==> src/rtl/bnn_output_collector.sv <==
// +---------------------------------------------------------------------------+
// | bnn_output_collector                                                      |
// | Packs a 1-bit neuron decision stream LSB-first into bytes for the host,  |
// | with a per-frame popcount and a thresholded frame decision.              |
// | Revision: 1.0                                                             |
// +---------------------------------------------------------------------------+
`default_nettype none

module bnn_output_collector #(
  parameter int FRAME_LEN = 16,
  parameter int THRESH    = 8
) (
  input  logic       clk,
  input  logic       rst,
  input  logic       bit_in,
  input  logic       bit_valid,
  input  logic       frame_start,
  output logic [7:0] out_data,
  output logic       out_valid,
  input  logic       out_ready,
  output logic       frame_done,
  output logic [7:0] popcount,
  output logic       decision,
  output logic       overflow
);

  localparam logic [7:0] c_last_cnt = 8'(FRAME_LEN - 1);
  localparam logic [7:0] c_thresh   = 8'(THRESH);

  typedef enum logic [1:0] {
    S_IDLE    = 2'd0,
    S_COLLECT = 2'd1,
    S_DONE    = 2'd2
  } state_t;

  state_t     r_state;
  state_t     w_state_next;

  logic [7:0] r_asm;
  logic [2:0] r_bit_idx;
  logic [7:0] r_frame_cnt;
  logic [7:0] r_popcount;
  logic [7:0] r_out_data;
  logic       r_out_valid;
  logic       r_decision;
  logic       r_overflow;

  logic       w_take;
  logic       w_byte_done;
  logic       w_last;
  logic       w_load;
  logic [7:0] w_asm_next;
  logic [7:0] w_pop_next;

  // A restart wins over a bit arriving in the same cycle.
  assign w_take      = (r_state == S_COLLECT) & bit_valid & ~frame_start;
  assign w_byte_done = w_take & (r_bit_idx == 3'd7);
  assign w_last      = w_take & (r_frame_cnt == c_last_cnt);
  assign w_load      = w_byte_done & (~r_out_valid | out_ready);
  assign w_pop_next  = r_popcount + {7'd0, bit_in};

  always_comb begin
    w_asm_next            = r_asm;
    w_asm_next[r_bit_idx] = bit_in;
  end

  always_ff @(posedge clk) begin
    if (rst) begin
      r_state <= S_IDLE;
    end else begin
      r_state <= w_state_next;
    end
  end

  always_comb begin
    w_state_next = r_state;
    if (frame_start) begin
      w_state_next = S_COLLECT;
    end else begin
      case (r_state)
        S_IDLE:    w_state_next = S_IDLE;
        S_COLLECT: if (w_last) w_state_next = S_DONE;
        S_DONE:    w_state_next = S_IDLE;
        default:   w_state_next = S_IDLE;
      endcase
    end
  end

  always_ff @(posedge clk) begin
    if (rst) begin
      r_asm       <= 8'h00;
      r_bit_idx   <= 3'd0;
      r_frame_cnt <= 8'd0;
      r_popcount  <= 8'd0;
      r_decision  <= 1'b0;
      r_overflow  <= 1'b0;
    end else if (frame_start) begin
      r_asm       <= 8'h00;
      r_bit_idx   <= 3'd0;
      r_frame_cnt <= 8'd0;
      r_popcount  <= 8'd0;
      r_overflow  <= 1'b0;
    end else if (w_take) begin
      r_asm       <= w_byte_done ? 8'h00 : w_asm_next;
      r_bit_idx   <= r_bit_idx + 3'd1;
      r_frame_cnt <= r_frame_cnt + 8'd1;
      r_popcount  <= w_pop_next;
      // Decision only ever sees the popcount of a complete frame.
      if (w_last) begin
        r_decision <= (w_pop_next >= c_thresh);
      end
      if (w_byte_done && !w_load) begin
        r_overflow <= 1'b1;
      end
    end
  end

  // Pending byte survives a restart; it is only replaced once accepted.
  always_ff @(posedge clk) begin
    if (rst) begin
      r_out_data  <= 8'h00;
      r_out_valid <= 1'b0;
    end else if (w_load) begin
      r_out_data  <= w_asm_next;
      r_out_valid <= 1'b1;
    end else if (r_out_valid && out_ready) begin
      r_out_valid <= 1'b0;
    end
  end

  assign out_data   = r_out_data;
  assign out_valid  = r_out_valid;
  assign frame_done = (r_state == S_DONE);
  assign popcount   = r_popcount;
  assign decision   = r_decision;
  assign overflow   = r_overflow;

endmodule

`default_nettype wire

==> config.mk <==
export PLATFORM = sky130hd
export DESIGN_NAME = bnn_output_collector
export DESIGN_NICKNAME = d
export VERILOG_FILES = /design/src/rtl/bnn_output_collector.sv
export SDC_FILE = /design/constraint.sdc
export NUM_CORES = 1
export LEC_CHECK = 0
export ABC_AREA = 1
export BUFFER_PORTS_ARGS = -buffer_cell sky130_fd_sc_hd__buf_2
export CELL_PAD_IN_SITES_DETAIL_PLACEMENT = 0
export CELL_PAD_IN_SITES_GLOBAL_PLACEMENT = 1
export CORE_UTILIZATION = 43
export DETAILED_ROUTE_END_ITERATION = 10
export PLACE_DENSITY_LB_ADDON = 0.3
export SLEW_MARGIN = 0
export SYNTH_ARGS = -nofsm -noshare
export SYNTH_HDL_FRONTEND = slang
export SYNTH_SLANG_ARGS = --single-unit
==> constraint.sdc <==
create_clock -name clk -period 2.8 [get_ports clk]
set_input_delay 0 -clock clk [delete_from_list [all_inputs] [get_ports clk]]
set_output_delay 0 -clock clk [all_outputs]
set_load 0.03 [all_outputs]
== Word level (Yosys, flattened, before mapping) ==
Index checks and enable logic that the tools add are counted.

* Logic and storage cells: 48
* Register bits: 40
* Output and inout bits: 20

* Muxes and demuxes: 9
* Equal/unequal tests: 5
* Bitwise logic cells: 9
* Add/subtract/negate cells: 3
* Order comparisons: 3
* Reductions and logical operators: 9

{| class="wikitable"
|+ Operators with widths
! cell !! number
|-
| 8-bit by 1-bit adder with 8-bit output || 1
|-
| 8-bit by 1-bit adder with 8-bit output, second input constant || 1
|-
| 8-bit bitwise mux || 1
|-
| 8-bit by 4-bit == test with 1-bit output, second input constant || 1
|-
| 8-bit by 4-bit >= comparator with 1-bit output, second input constant || 1
|-
| 8-bit 2-to-1 mux || 1
|-
| 1-bit 2-to-1 mux || 6
|-
| 1-bit bitwise AND || 5
|-
| 3-bit by 4-bit < comparator with 1-bit output, second input constant || 1
|-
| 3-bit by 1-bit adder with 3-bit output, second input constant || 1
|-
| 1-bit demux with 3-bit select || 1
|-
| 3-bit == test, second input constant || 1
|-
| 3-bit by 1-bit >= comparator with 1-bit output, second input constant || 1
|-
| 1-bit logical AND || 3
|-
| 3-bit inequality test, second input constant || 1
|-
| 1-bit NOT || 3
|-
| 3-bit AND reduction || 1
|-
| 3-bit OR reduction || 1
|-
| 2-bit by 1-bit == test with 1-bit output, second input constant || 1
|-
| 2-bit == test, second input constant || 1
|-
| 2-bit AND reduction || 1
|-
| 2-bit nonzero test || 1
|-
| 2-bit OR reduction || 1
|-
| 1-bit logical NOT || 1
|-
| 1-bit OR || 1
|}

== Logic depth before layout (Yosys ltp) ==
Gate-level depths: netlist (run 1).

* Depth after elaboration: 8
* Mapped depth: 11

== Worst setup path before layout (run 1) ==
Ideal clock, no wire load.

* Kind: reg-to-reg
* Start: register r_popcount[0] (netlist: popcount[0])
* End: register r_decision (netlist: decision)
* Period minus slack after synthesis: 1.623 ns
* Data required time: 2.691 ns
* Data arrival time: 1.514 ns
* Stages on the path, launching flop included: 10
* Setup slack: 1.177 ns
* Path buffers: 0
* Cells stage by stage: dfxtp_1 -> ha_1 -> ha_1 -> nand2_1 -> o21bai_1 -> nand2_1 -> nor2_1 -> nand3_1 -> nand2_1 -> inv_1

* Word-level cells in the longest chain between the ends: 2

{| class="wikitable"
|+ Ends and longest elaborated chain
! what !! line !! RTL
|-
| start: declaration || 42 || <nowiki>logic [7:0] r_popcount;</nowiki>
|-
| start signal: assignment || 107 || <nowiki>r_popcount <= w_pop_next;</nowiki>
|-
| 8-bit by 1-bit adder with 8-bit output || 60 || <nowiki>assign w_pop_next = r_popcount + {7'd0, bit_in};</nowiki>
|-
| 8-bit by 4-bit >= comparator with 1-bit output || 110 || <nowiki>r_decision <= (w_pop_next >= c_thresh);</nowiki>
|-
| end signal: assignment || 110 ||
|-
| end: declaration || 45 || <nowiki>logic r_decision;</nowiki>
|}

Every way passes these cells.
A chain may end at the register's enable or synchronous reset.

== Worst setup path after layout (run 1) ==
* Start: register r_state[0]
* End: register r_out_data[1] (netlist: out_data[1])

* Word-level cells in the longest chain between the ends: 5

{| class="wikitable"
|+ Ends and longest elaborated chain
! what !! line !! RTL
|-
| start: declaration || 36 || <nowiki>state_t r_state;</nowiki>
|-
| start signal: assignment || 71 || <nowiki>r_state <= w_state_next;</nowiki>
|-
| 2-bit by 1-bit == test with 1-bit output || 56 || <nowiki>assign w_take = (r_state == S_COLLECT) & bit_valid & ~frame_start;</nowiki>
|-
| 1-bit bitwise AND (2 in series) || 56 ||
|-
| 1-bit bitwise AND || 57 || <nowiki>assign w_byte_done = w_take & (r_bit_idx == 3'd7);</nowiki>
|-
| 1-bit bitwise AND || 59 || <nowiki>assign w_load = w_byte_done & (~r_out_valid | out_ready);</nowiki>
|-
| end signal: assignment || 124 || <nowiki>r_out_data <= w_asm_next;</nowiki>
|-
| end: declaration || 43 || <nowiki>logic [7:0] r_out_data;</nowiki>
|}

Every way passes these cells.

==> flow_summary_export.csv, run 1 <==
group,metric,value,unit
run_status,status,"finished clean",
global_route,grt_overflow,0,
global_route,antenna_found_initial,0,
clock_tree,cts_sinks,40,
synth,netlist_instances,272,
floorplanning,die_w,68.1,um
final_layout,diodes,0,
detailed_routing,ant_nets,0,
global_route,grtUsageTotal,20.0,%
setup_path,crit_buf_inv,1,
timing,fin_tns_setup,0,ns
setup_path,worstPathMaxFanout,24,
timing,slew_headroom,68.3,%
global_route,grt_start_max_net_pins,25,
power,seqPwrFrac,55.3,%
synth,ys_seq_area_share,42.6,%
power,p_leak,0.861,nW
timing,slew_violations,0,
placement,place.gp.congestion,0.788,
timing,setup_viol,0,
power,netSwitchingFraction,24.6,%
setup_path,crit_family,"simple AND/OR/NAND/NOR gates",
setup_path,required,2.98,ns
synth,synth_seq_cells,40,
clock_tree,hold_buffers,0,
timing,tightest_slew,0.475,ns
detailed_routing,via_count,1724,
final_layout,fin_nets,310,
clock_tree,post-cts-setup-buffers,0,
clock_tree,cts-resized-gates,0,
setup_path,startpoint_type,"flip-flop",
clock_tree,cts_buffer_depth,2,
synth,synth_cell_type_count,18,
power,powerDensity,489,mW/mm^2
clock_tree,clockRootBuffer,"clkbuf_8",
power,p_switching,0.258,mW
power,p_clk_share,39.3,%
synth,yosysWarningCount,0,
clock_tree,cts_tree,"done",
placement,port-buffer-count,25,
timing,fin_crit_sh,63.1,%
placement,dp_hpwl,2810,um
synth,synthesis.nets,283,
global_route,grt_pass1_vias,1489,
timing,fin_crit,1.77,ns
detailed_routing,via_per_inst,4.93,
power,ir_drop,0.287,mV
setup_path,slowest_delay,0.40,ns
synth,syn_avg_cell_area,6.90,um^2
setup_path,cp-end-kind,"flip-flop",
final_layout,drive_gt1_share,13.3,%
detailed_routing,finalWirelength,4040,um
floorplanning,dieArea,0.00464,mm^2
timing,timing.hold.ws,0.0282,ns
floorplanning,die_y,68.1,um
power,p_comb_share,5.4,%
synth,synth_area,0.00188,mm^2
setup_path,cp_cell_sequence,"nand3_4 > nor2_4 > inv_2 > nor2_1 > nand2_2 > nand2_1 > a21oi_1",
clock_tree,clkTransAtPathRegs,0.08,ns
timing,fin_skew,0.0142,ns
setup_path,crit_type,"reg -> reg",
floorplanning,core,0.00409,mm^2
floorplanning,placementRows,23,
detailed_routing,drt-initial-drc-count,64,
timing,finalHoldViolations,0,
floorplanning,io_pins,26,
final_layout,synthToLayoutAreaGrowth,14.1,%
timing,rsz0062_at_grt,"false",
run,maxCapViolations,0,
detailed_routing,first_pass_iters,4,
setup_path,cpMaxStageDelayCell,"dfxtp_1",
detailed_routing,drc_errors,0,
detailed_routing,routedWlPerCell,11.5,um
power,internal_power,0.790,mW
clock_tree,cts_buffers,5,
timing,max_freq,0.566,GHz
clock_tree,htreeDepth,2,
worst_hold_path,hp-class,"in -> reg",
floorplanning,start_util,46.0,%
setup_path,worstPathArrival,1.95,ns
clock_tree,clk-insertion-delay-late,0.30,ns
global_route,grt_pass1_wl,6730,um
power by group through the flow:
| stage | combinational (mW) | clock (mW) | sequential (mW) |
|---|---|---|---|
| after floorplan | 0.0347 | 0 | 0.596 |
| after global placement | 0.0563 | 0 | 0.593 |
| after detailed placement | 0.0564 | 0 | 0.593 |
| after CTS | 0.0567 | 0.427 | 0.579 |
| after global routing | 0.0643 | 0.454 | 0.580 |
| final | 0.0569 | 0.411 | 0.580 |
worst register-to-register path: stages (launching register included):
cell,delay (ns)
dfxtp_1,0.40
nand3_4,0.15
nor2_4,0.31
inv_2,0.27
nor2_1,0.22
nand2_2,0.15
nand2_1,0.09
a21oi_1,0.06
layer usage:
metal | share of wire (%) | GRT usage (%) | wire, um
met5 | 0 | 0 | 0
met4 | 1.8 | 10.2 | 71
met3 | 4.6 | 5.50 | 186
met2 | 42 | 29.9 | 1680
met1 | 52 | 26.2 | 2100
per-stage QoR:
step           power [mW]  setup slack (ns)  cells  util [%]  instance area [um^2]
3_5_place_dp        0.649              1.06    342      50.1                  2050
4_1_cts              1.06              1.04    350      52.4                  2140
2_1_floorplan       0.631              1.18    272         -                  1880
5_1_grt              1.10             0.827    350      52.4                  2140
6_report             1.05              1.03    350      52.4                  2140
3_3_place_gp        0.649              1.12    342      50.1                  2050
synth_stat cells, drive strengths merged:
cell type	count	share of area (%)
inv	37	7.4
nand2	76	15
buf	2	0.53
o21ai	25	6.7
a21oi	36	9.6
clkbuf	4	0.80
o21bai	1	0.40
dfxtp	40	43
ha	5	3.3
nand4	3	1.0
nand3	20	6.0
nor2	18	4.4
nor3	5	1.9
cell families after synthesis:
group | share of synthesized area [%]
AND/OR/NAND/NOR | 28.6
flip-flops | 42.6
adder cells (fa/ha/maj) | 3.33
buffers and inverters | 8.73
AO/OA/AOI/OAI | 16.7
layout by cell type (no fill, tap or decap):
cell        count
nand4_1         3
inv_2           2
clkbuf_1        1
dfxtp_1        40
clkinvlp_4      1
o21ai_0        25
o21bai_1        1
nand2_1        75
buf_4           1
ha_1            5
nand2_2         1
buf_2          25
nor3_1          4
clkbuf_8        6
a21oi_1        36
nand3_4         1
inv_1          35
nor2_4          2
nor2_1         16
nor3_4          1
nand3_1        19
registers in the layout, summed over array words and instances (netlist names):
signal       flops
r_frame_cnt      8
popcount         8
r_state          2
r_bit_idx        3
decision         1
out_data         8
r_asm            8
out_valid        1
overflow         1
layout make-up:
class | count | area, um^2
repair buffers | 26 | 133
clock inverters | 1 | 7.51
fillers | 415 | 1940
clock buffers | 7 | 86.3
inverters | 37 | 139
flip-flops and latches | 40 | 801
well taps | 50 | 62.6
multi-input cells | 189 | 913
worst paths after layout:
path                 end  cells after the start        from  slack [ns]
max          out_data[1]                      7  r_state[0]        1.03
min             overflow                      4   out_ready        0.03
max reg2reg  out_data[1]                      7  r_state[0]        1.03
min reg2reg     overflow                      2    overflow        0.46
No activity file was read; power rests on OpenSTA's default activity.
==> run 2, diff against run 1 <==
--- a/config.mk
+++ b/config.mk
@@ -5,7 +5,7 @@
 export SDC_FILE = /design/constraint.sdc
 export NUM_CORES = 1
 export LEC_CHECK = 0
-export ABC_AREA = 1
+export ABC_AREA = 0
 export BUFFER_PORTS_ARGS = -buffer_cell sky130_fd_sc_hd__buf_2
 export CELL_PAD_IN_SITES_DETAIL_PLACEMENT = 0
 export CELL_PAD_IN_SITES_GLOBAL_PLACEMENT = 1
==> constraint.sdc (replaced) <==
create_clock -name clk -period 1.83 [get_ports clk]
set_input_delay 0 -clock clk [delete_from_list [all_inputs] [get_ports clk]]
set_output_delay 0 -clock clk [all_outputs]
set_load 0.03 [all_outputs]
==> run 2 against run 1 <==
Net effect:
- non-clock buffer count up 1
- clock power up 91%
- largest power group unchanged
- global-route usage shrank 1.7 points
- routed wire length is 10% lower
- critical endpoint is now out_data[0]
- sequential share of layout area is 0.11 points higher
- cell count is 21% lower
- sequential power rose by 51%
- first-iteration DRC count is 19% lower
==> flow_summary_export.csv, run 2 <==
group,metric,value,unit
global_route,grt_start_max_net_pins,30,
detailed_routing,routedWlPerCell,13.1,um
setup_path,r2r-end,"out_data[0]",
placement,port-buffer-count,25,
final_layout,fin_nets,235,
clock_tree,cts_buffers,5,
synth,netlist_instances,201,
floorplanning,dieArea,0.00461,mm^2
final_layout,layout_commonest_cell,"nor2_1",
synth,synthTopCellsByCount,"nor2_1, dfxtp_1, xor2_1",
synth,synthesis.nets,212,
detailed_routing,drt-initial-drc-count,52,
floorplanning,core,0.00409,mm^2
clock_tree,clk-insertion-delay-late,0.29,ns
global_route,grt_use_met2,28.1,%
global_route,busiest_layer,"met2",
setup_path,worstPathMaxFanout,10,
timing,slew_headroom,63.7,%
timing,fin_crit,1.60,ns
timing,fin_tns_setup,0,ns
global_route,grtUsageTotal,18.3,%
timing,fin_crit_sh,87.7,%
power,powerDensity,807,mW/mm^2
timing,finalHoldViolations,0,
detailed_routing,finalWirelength,3620,um
run_status,status,"finished clean",
synth,synth-edff-count,0,
final_layout,finalInstanceArea,0.00214,mm^2
detailed_routing,drc_errors,0,
setup_path,crit_family,"simple AND/OR/NAND/NOR gates",
final_layout,drive_gt1_share,25.3,%
worst_hold_path,whs_path_depth,4,
detailed_routing,via_count,1435,
worst_hold_path,worstHoldStart,"out_ready",
floorplanning,die_w,67.9,um
detailed_routing,via_per_inst,5.22,
synth,synth_seq_cells,40,
floorplanning,placementRows,23,
synth,synth_area,0.00187,mm^2
placement,place_area,0.00201,mm^2
timing,rsz0062_at_grt,"false",
setup_path,cp-end-kind,"flip-flop",
clock_tree,htreeDepth,2,
synth,synth_cell_type_count,39,
power,ir_drop,0.485,mV
run,maxCapViolations,0,
global_route,met3_usage,4.00,%
synth,synth.most_common_cell,"nor2_1",
setup_path,cpMostUsedCell,"ha_1",
detailed_routing,ant_nets,0,
global_route,use_met1,24.0,%
setup_path,crit_type,"reg -> reg",
global_route,grt_pass1_wl,6130,um
setup_path,startpoint_type,"flip-flop",
worst_hold_path,min_to,"out_valid",
placement,dp_hpwl,2610,um
floorplanning,start_util,45.7,%
worst_hold_path,hp-class,"in -> reg",
global_route,antenna_found_initial,0,
global_route,grt_overflow,0,
floorplanning,io_pins,26,
global_route,grt_pass1_vias,1339,
timing,slew_violations,0,
setup_path,cp_cell_sequence,"ha_1 > ha_1 > and3_2 > nor2_1 > nor3_2",
synth,synth_area_leaders,"dfxtp_1, nor2_1, mux2_2, nor3_2, xor2_1",
detailed_routing,first_pass_iters,4,
timing,tightest_slew,0.544,ns
placement,place.gp.congestion,0.762,
setup_path,required,2.05,ns
synth,synthFlopType,"dfxtp_1",
clock_tree,cts_sinks,40,
clock_tree,cts-resized-gates,0,
synth,post-synth-top-area-cell,"dfxtp_1",
final_layout,final_cell_mix,"nor2_1, dfxtp_1, buf_2",
clock_tree,clkTransAtPathRegs,0.08,ns
clock_tree,cts_buffer_depth,2,
synth,syn_avg_cell_area,9.29,um^2
setup_path,timing.rr.start,"r_bit_idx[0]",
power,p_leak,0.889,nW
final_layout,diodes,0,
setup_path,slowest_delay,0.50,ns
timing,fin_skew,0.00620,ns
setup_path,reg2reg_slack,0.23,ns
clock_tree,hold_buffers,0,
setup_path,worstPathArrival,1.83,ns
setup_path,crit_buf_inv,0,
timing,setup_viol,0,
synth,ys_seq_area_share,42.9,%
clock_tree,cts_tree,"done",
final_layout,synthToLayoutAreaGrowth,14.3,%
setup_path,reg2reg_depth,5,
synth,async_flop_share,0,%
timing,max_freq,0.623,GHz
synth,synth_top_area_share,42.9,%
setup_path,cpMaxStageDelayCell,"dfxtp_1",
floorplanning,die_y,67.9,um
clock_tree,post-cts-setup-buffers,0,
synth,yosysWarningCount,0,
clock_tree,clockRootBuffer,"clkbuf_8",
## run 2: cell types whose count changed after synthesis, moves of 9 or more
cell / before / now
a21oi_1: 36 / 4
inv_1: 35 / 2
nand2_1: 75 / 6
nand3_1: 19 / 8
nor2_1: 16 / 46
o21ai_0: 25 / 1
xor2_1: 0 / 9
## run 2: report_power, final
group | switching [mW] | total, mW | leakage (nW) | internal (mW)
Sequential | 0.00480 | 0.878 | 0.323 | 0.873
Clock | 0.302 | 0.783 | 0.0645 | 0.481
Combinational | 0.0412 | 0.0621 | 0.502 | 0.0208
Total | 0.348 | 1.72 | 0.889 | 1.38
## run 2: stage by stage
stage	setup slack, ns	total power, mW	util, %	hold WS, ns	std cells
after CTS	0.141	1.74	52.2	0.0391	275
after global routing	0.0500	1.79	52.3	0.0899	275
final	0.225	1.72	52.3	0.0537	275
after floorplan	0.250	0.944	-	0.208	201
after global placement	0.255	0.960	49.1	0.357	267
after detailed placement	0.158	0.962	49.1	0.351	267
## run 2: logic make-up after synthesis
kind of cell | Yosys count | share of synthesized area, %
AO/OA/AOI/OAI | 15 | 5.36
XOR/XNOR | 13 | 6.10
adder cells (fa/ha/maj) | 5 | 3.35
buffers and inverters | 13 | 3.75
flip-flops | 40 | 42.9
multiplexers | 14 | 8.04
AND/OR/NAND/NOR | 101 | 30.5
## run 2: how the worst max path moves through the flow
| stage | slack, ns | startpoint | depth (start not counted) | to |
|---|---|---|---|---|
| floorplan | 0.25 | popcount[0] | 6 | decision |
| global placement | 0.25 | r_bit_idx[0] | 5 | out_data[1] |
| detailed placement | 0.16 | r_bit_idx[0] | 5 | out_data[0] |
| CTS | 0.14 | r_bit_idx[0] | 5 | out_data[0] |
| global route | 0.05 | r_bit_idx[1] | 5 | out_data[5] |
| finish | 0.23 | r_bit_idx[0] | 5 | out_data[0] |
## run 2: area by class of cell
cell class | count | area [um^2]
Fill cell | 390 | 1950
Multi-Input combinational cell | 148 | 998
Sequential cell | 40 | 801
Timing Repair Buffer | 27 | 140
Clock buffer | 7 | 96.3
Tap cell | 50 | 62.6
Clock inverter | 1 | 30.0
Inverter | 2 | 7.51
## run 2: per-layer routing
metal	routed length, um	up-vias
met4	71	0
met3	154	7
met5	0	-
li1	-	739
met2	1590	34
met1	1800	655
## run 2: worst min-delay path, cell delays in order
cell	delay, ns
buf_2	0.08
nor2b_1	0.04
a21oi_1	0.12
nor2_1	0.05
